### src/rtl/apb_initiator_pkg.sv
// Shared types and constants for the APB initiator and its wait counter.
package apb_initiator_pkg;

  typedef enum logic [1:0] {
    IDLE   = 2'd0,
    SETUP  = 2'd1,
    ACCESS = 2'd2
  } apb_state_e;

  localparam int DEFAULT_TIMEOUT_CYCLES = 255;

  // Counter width able to hold values up to limit (at least one bit).
  function automatic int cnt_width(input int limit);
    if (limit < 2) return 1;
    return $clog2(limit + 1);
  endfunction

endpackage

### src/rtl/apb_timeout_cnt.sv
// Saturating ACCESS-phase wait counter with a timeout flag.
module apb_timeout_cnt #(
  parameter int WIDTH = 8,
  parameter int LIMIT = 255
) (
  input  logic clk,
  input  logic rst,
  input  logic clear,
  input  logic enable,
  output logic expired
);

  logic [WIDTH-1:0] count_reg;

  // Clear has priority; counting stops at all-ones so it never wraps.
  always_ff @(posedge clk) begin
    if (rst) begin
      count_reg <= '0;
    end else if (clear) begin
      count_reg <= '0;
    end else if (enable && (count_reg != {WIDTH{1'b1}})) begin
      count_reg <= count_reg + 1'b1;
    end
  end

  // A limit of zero means the timeout is disabled.
  generate
    if (LIMIT > 0) begin : g_limit
      assign expired = (count_reg == WIDTH'(LIMIT - 1));
    end else begin : g_nolimit
      assign expired = 1'b0;
    end
  endgenerate

endmodule

### src/rtl/apb_initiator.sv
// APB master: turns a req/gnt local request into one SETUP+ACCESS transfer
// and reports completion with a single rvalid_o pulse.
module apb_initiator
  import apb_initiator_pkg::*;
#(
  parameter int APB_ADDR_WIDTH = 32,
  parameter int APB_DATA_WIDTH = 32,
  parameter int TIMEOUT_CYCLES = DEFAULT_TIMEOUT_CYCLES
) (
  input  logic                      clk,
  input  logic                      rst,
  input  logic                      req_i,
  input  logic [APB_ADDR_WIDTH-1:0] addr_i,
  input  logic                      we_i,
  input  logic [APB_DATA_WIDTH-1:0] wdata_i,
  output logic                      gnt_o,
  output logic                      rvalid_o,
  output logic [APB_DATA_WIDTH-1:0] rdata_o,
  output logic                      err_o,
  output logic [APB_ADDR_WIDTH-1:0] paddr_o,
  output logic [APB_DATA_WIDTH-1:0] pwdata_o,
  output logic                      pwrite_o,
  output logic                      psel_o,
  output logic                      penable_o,
  input  logic [APB_DATA_WIDTH-1:0] prdata_i,
  input  logic                      pready_i,
  input  logic                      pslverr_i
);

  localparam int CNT_W = cnt_width(TIMEOUT_CYCLES);

  apb_state_e                state_reg;
  logic [APB_ADDR_WIDTH-1:0] paddr_reg;
  logic [APB_DATA_WIDTH-1:0] pwdata_reg;
  logic                      pwrite_reg;
  logic                      psel_reg;
  logic                      penable_reg;
  logic                      rvalid_reg;
  logic                      err_reg;
  logic [APB_DATA_WIDTH-1:0] rdata_reg;
  logic                      wait_expired;
  logic                      timeout_hit;

  // Counter is zeroed during SETUP so the first ACCESS cycle sees 0.
  apb_timeout_cnt #(
    .WIDTH (CNT_W),
    .LIMIT (TIMEOUT_CYCLES)
  ) u_wait_cnt (
    .clk     (clk),
    .rst     (rst),
    .clear   (state_reg == SETUP),
    .enable  ((state_reg == ACCESS) && !pready_i),
    .expired (wait_expired)
  );

  // pready_i wins over the timeout when both happen in the same cycle.
  assign timeout_hit = (state_reg == ACCESS) && !pready_i && wait_expired;

  assign gnt_o = req_i && (state_reg == IDLE) && !rst;

  // Transfer sequencer; all APB and completion outputs are registered here.
  always_ff @(posedge clk) begin
    if (rst) begin
      state_reg   <= IDLE;
      paddr_reg   <= '0;
      pwdata_reg  <= '0;
      pwrite_reg  <= 1'b0;
      psel_reg    <= 1'b0;
      penable_reg <= 1'b0;
      rvalid_reg  <= 1'b0;
      err_reg     <= 1'b0;
      rdata_reg   <= '0;
    end else begin
      rvalid_reg <= 1'b0;
      err_reg    <= 1'b0;
      case (state_reg)
        IDLE: begin
          if (req_i) begin
            paddr_reg   <= addr_i;
            pwdata_reg  <= wdata_i;
            pwrite_reg  <= we_i;
            psel_reg    <= 1'b1;
            penable_reg <= 1'b0;
            state_reg   <= SETUP;
          end
        end
        SETUP: begin
          penable_reg <= 1'b1;
          state_reg   <= ACCESS;
        end
        ACCESS: begin
          if (pready_i) begin
            psel_reg    <= 1'b0;
            penable_reg <= 1'b0;
            rvalid_reg  <= 1'b1;
            err_reg     <= pslverr_i;
            rdata_reg   <= pwrite_reg ? '0 : prdata_i;
            state_reg   <= IDLE;
          end else if (timeout_hit) begin
            psel_reg    <= 1'b0;
            penable_reg <= 1'b0;
            rvalid_reg  <= 1'b1;
            err_reg     <= 1'b1;
            rdata_reg   <= '0;
            state_reg   <= IDLE;
          end
        end
        default: begin
          psel_reg    <= 1'b0;
          penable_reg <= 1'b0;
          state_reg   <= IDLE;
        end
      endcase
    end
  end

  assign paddr_o   = paddr_reg;
  assign pwdata_o  = pwdata_reg;
  assign pwrite_o  = pwrite_reg;
  assign psel_o    = psel_reg;
  assign penable_o = penable_reg;
  assign rvalid_o  = rvalid_reg;
  assign err_o     = err_reg;
  assign rdata_o   = rdata_reg;

endmodule

### config.mk
export PLATFORM = sky130hd
export DESIGN_NAME = apb_initiator
export DESIGN_NICKNAME = d
export VERILOG_FILES = /design/src/rtl/apb_initiator_pkg.sv /design/src/rtl/apb_timeout_cnt.sv /design/src/rtl/apb_initiator.sv
export SDC_FILE = /design/constraint.sdc
export NUM_CORES = 1
export LEC_CHECK = 0
export BUFFER_PORTS_ARGS = -buffer_cell sky130_fd_sc_hd__buf_2
export CAP_MARGIN = 10
export CORE_MARGIN = 2
export CORE_UTILIZATION = 46
export DETAILED_ROUTE_END_ITERATION = 8
export GPL_ROUTABILITY_DRIVEN = 0
export PLACE_DENSITY_LB_ADDON = 0.12
export SLEW_MARGIN = 40
export SYNTH_ARGS = -nofsm -noshare
export SYNTH_HDL_FRONTEND = slang
export SYNTH_SLANG_ARGS = --single-unit
### constraint.sdc
create_clock -name clk -period 2 [get_ports clk]
set_input_delay 0.1 -clock clk [delete_from_list [all_inputs] [get_ports clk]]
set_output_delay 0.1 -clock clk [all_outputs]
set_load 0.05 [all_outputs]
==> flow_metrics.py <==
metrics = {
    "status": {
        "status": "complete, no violations",
    },
    "floorplanning": {
        "vertical_die_dimension_um": 99.6,
        "ioPinCount": 204,
        "num_rows": 34,
        "initial_utilization_pct": 47.8,
        "core_um2": 8810,
        "die_width_um": 99.6,
        "die_area_um2": 9930,
    },
    "clocking": {
        "tritoncts": "done",
        "worstSkewPairLatency_ns": 0.36,
        "h-tree-depth": 3,
        "cts.path.max_buffers": 2,
        "cts-buffers-inserted": 9,
        "cts-root-buf": "sky130_fd_sc_hd__clkbuf_8",
        "worst_setup_hold_path_clk_slew_ns": 0.10,
        "cts_hold_buffers": 97,
        "post_cts_resized": 0,
        "cts.repair_timing.setup_buffer_count": 0,
        "clkSinkCount": 110,
    },
    "worst_setup_path": {
        "timing.critical_path.max_delay_family": "simple AND/OR/NAND/NOR gates",
        "arrival_ns": 1.63,
        "worst_ep_required_time_ns": 1.90,
        "path_cells": "nor2b_1, nand2_2, nor2_1, buf_2",
        "critical-path-slowest-cell": "sky130_fd_sc_hd__dfxtp_1",
        "cp_slowest_stage_delay_ns": 0.37,
        "worst-path-max-fanout": 14,
        "cp-end-kind": "output pin",
        "timing.reg2reg.worst_path_depth": 7,
        "worst_setup_path_start_kind": "flop",
        "critical_path_depth": 4,
        "criticalPathCategory": "reg2out",
        "cp.buffers_inverters": 1,
    },
    "place": {
        "numPortBuffers": 203,
        "dpl.hpwl_um": 7940,
        "placed_cell_area_um2": 5340,
        "pre_cts_slack_ns": 0.328,
    },
    "hold_path": {
        "holdPathStages": 3,
        "holdCritPathClass": "in2reg",
    },
    "synth": {
        "yosys.area.top_type": "sky130_fd_sc_hd__dfxtp_1",
        "number_of_distinct_library_cell_variants_in_the_gate_level_netlist_after_synthesis": 35,
        "yosys_most_used_dff": "sky130_fd_sc_hd__dfxtp_1",
        "synth_edf_count": 0,
        "synthesis.yosys.warnings": 0,
        "ys_seq_elements": 110,
        "synth-seq-area-share_pct": 52.3,
        "mean_syn_cell_area_um2": 8.55,
        "async_set_or_reset_flop_fraction_in_the_synthesized_netlist_pct": 0,
        "cell_types_with_the_largest_area_share_after_synthesis": "sky130_fd_sc_hd__dfxtp_1 52%, sky130_fd_sc_hd__nand2_1 15%, sky130_fd_sc_hd__a21oi_1 8.3%",
        "synth_most_common_cell": "sky130_fd_sc_hd__nand2_1",
        "net_count_after_synthesis": 596,
        "top_cells_by_instance_count_after_synthesis": "168 x sky130_fd_sc_hd__nand2_1, 110 x sky130_fd_sc_hd__dfxtp_1, 70 x sky130_fd_sc_hd__a21oi_1",
        "synthesis.instances": 492,
        "syn-cell-area_um2": 4210,
        "synth_top_area_share_pct": 52.3,
    },
    "grt": {
        "grt.total_usage_pct": 25.3,
        "first_global_vias": 4488,
        "grt_pass1_wl_um": 20300,
        "grt_start_max_net_pins": 56,
        "grt.overflow.total": 0,
        "grt_antenna_before_repair": 0,
    },
    "route": {
        "detail_route.wirelength_um": 12700,
        "post_drt_via_cell_ratio": 4.98,
        "drt_first_iter_violations": 110,
        "drt-pass1-iter-count": 4,
        "routed-via-count": 4475,
        "detail-route-antenna-nets": 0,
        "route.detailed.drc": 0,
        "drt-wirelength-per-cell_um": 14.1,
    },
    "sta": {
        "finalCritPeriodShare_pct": 86.4,
        "final-setup-viol-count": 0,
        "timing_worst_slew_pin_value_ns": 0.501,
        "finalWorstPathRequiredPeriod_ns": 1.73,
        "hold_viol": 0,
        "max_freq_mhz": 579,
        "slew_headroom_pct": 66.6,
        "timing.clock.skew_ns": 0.00788,
        "worst_slack_ns": 0.272,
        "rsz_0062_raised_after_global_routing": "no",
        "finalMaxSlewViolations": 0,
    },
    "layout": {
        "layout-area-overhead-vs-synth_pct": 55.7,
        "fin_area_um2": 6550,
        "diodes": 0,
        "final_layout_size_suffix_gt1_share_pct": 30.5,
        "filler_cell_count": 626,
        "fin_nets": 890,
        "final_core_utilization_pct": 74.4,
    },
    "power_and_ir_drop": {
        "max-vdd-ir-drop_uv": 462,
        "power-per-cell-area_nw_per_um2": 751,
        "total_power_consumption_mw": 4.92,
        "total_leakage_power_nw": 2.95,
    },
    "flow_run": {
        "cap_violations": 0,
    },
}
[tightest hold or removal path: cells and delay by family]
kind,cells,cell delay (ns)
muxes,1,0.07
buffers and inverters,1,0.10
and+or+nand+nor,1,0.06
[area by class of cell]
| cell class | instances | area (µm²) | share of cell area, % |
|---|---|---|---|
| well taps | 108 | 135 | 2.06 |
| repair buffers | 315 | 2130 | 32.5 |
| inverters | 3 | 11.3 | 0.172 |
| clock buffers | 11 | 131 | 2.01 |
| flip-flops and latches | 110 | 2200 | 33.6 |
| clock inverters | 5 | 108 | 1.64 |
| multi-input cells | 347 | 1840 | 28.0 |
[layout by cell type (no fill, tap or decap), drive strengths merged, types with 2 or more instances in the layout]
cell type and n:
or3 2, mux2i 31, inv 3, dlygate4sd3 97, buf 218, dfxtp 110, xor2 2, clkbuf 11
bufinv 3, a21oi 71, nand3 3, ha 2, o21ai 4, nor2 10, nand2 168, and3 2
nand2b 33, xnor2 3, nand4 2, o211ai 2, clkinv 2, nor3b 3
[logic make-up after synthesis]
family                     after synthesis  synth area share [%]
and+or+nand+nor                        229                  24.3
DFF                                    110                  52.3
AOI/OAI and AO/OA                       80                  10.2
buffers and inverters                   35                  4.07
muxes                                   31                  7.38
xor gates and xnor gates                 5                  1.04
adders and majority gates                2                 0.595
[final timing paths]
path / startpoint / endpoint / slack (ns)
max: state_reg[0] / gnt_o / 0.27
min: prdata_i[27] / rdata_o[27] / 0.02
max reg2reg: u_wait_cnt.count_reg[1] / rdata_o[27] / 0.30
min reg2reg: paddr_o[10] / paddr_o[10] / 0.45
[per-layer routing]
layer | vias up | wire length [µm] | track usage (%)
li1 | 2180 | - | -
met1 | 2063 | 5230 | 28.6
met2 | 193 | 6230 | 44.5
met3 | 39 | 795 | 6.04
met4 | 0 | 432 | 12.4
met5 | - | 0 | 0
[through the flow]
step           TNS (ns)  hold slack [ns]  std cells
2_1_floorplan         0            0.236        492
3_3_place_gp     -0.372            0.340        784
3_5_place_dp          0            0.346        786
4_1_cts               0          0.00545        899
5_1_grt               0          0.00180        899
6_report              0           0.0152        899
[where the power goes]
group          switching [mW]  internal, mW  total (mW)  leakage [nW]
combinational           0.641         0.370        1.01          1.94
sequential             0.0523          2.29        2.34         0.897
clock                   0.735         0.839        1.57         0.118
(Power assumes the default switching activity.)
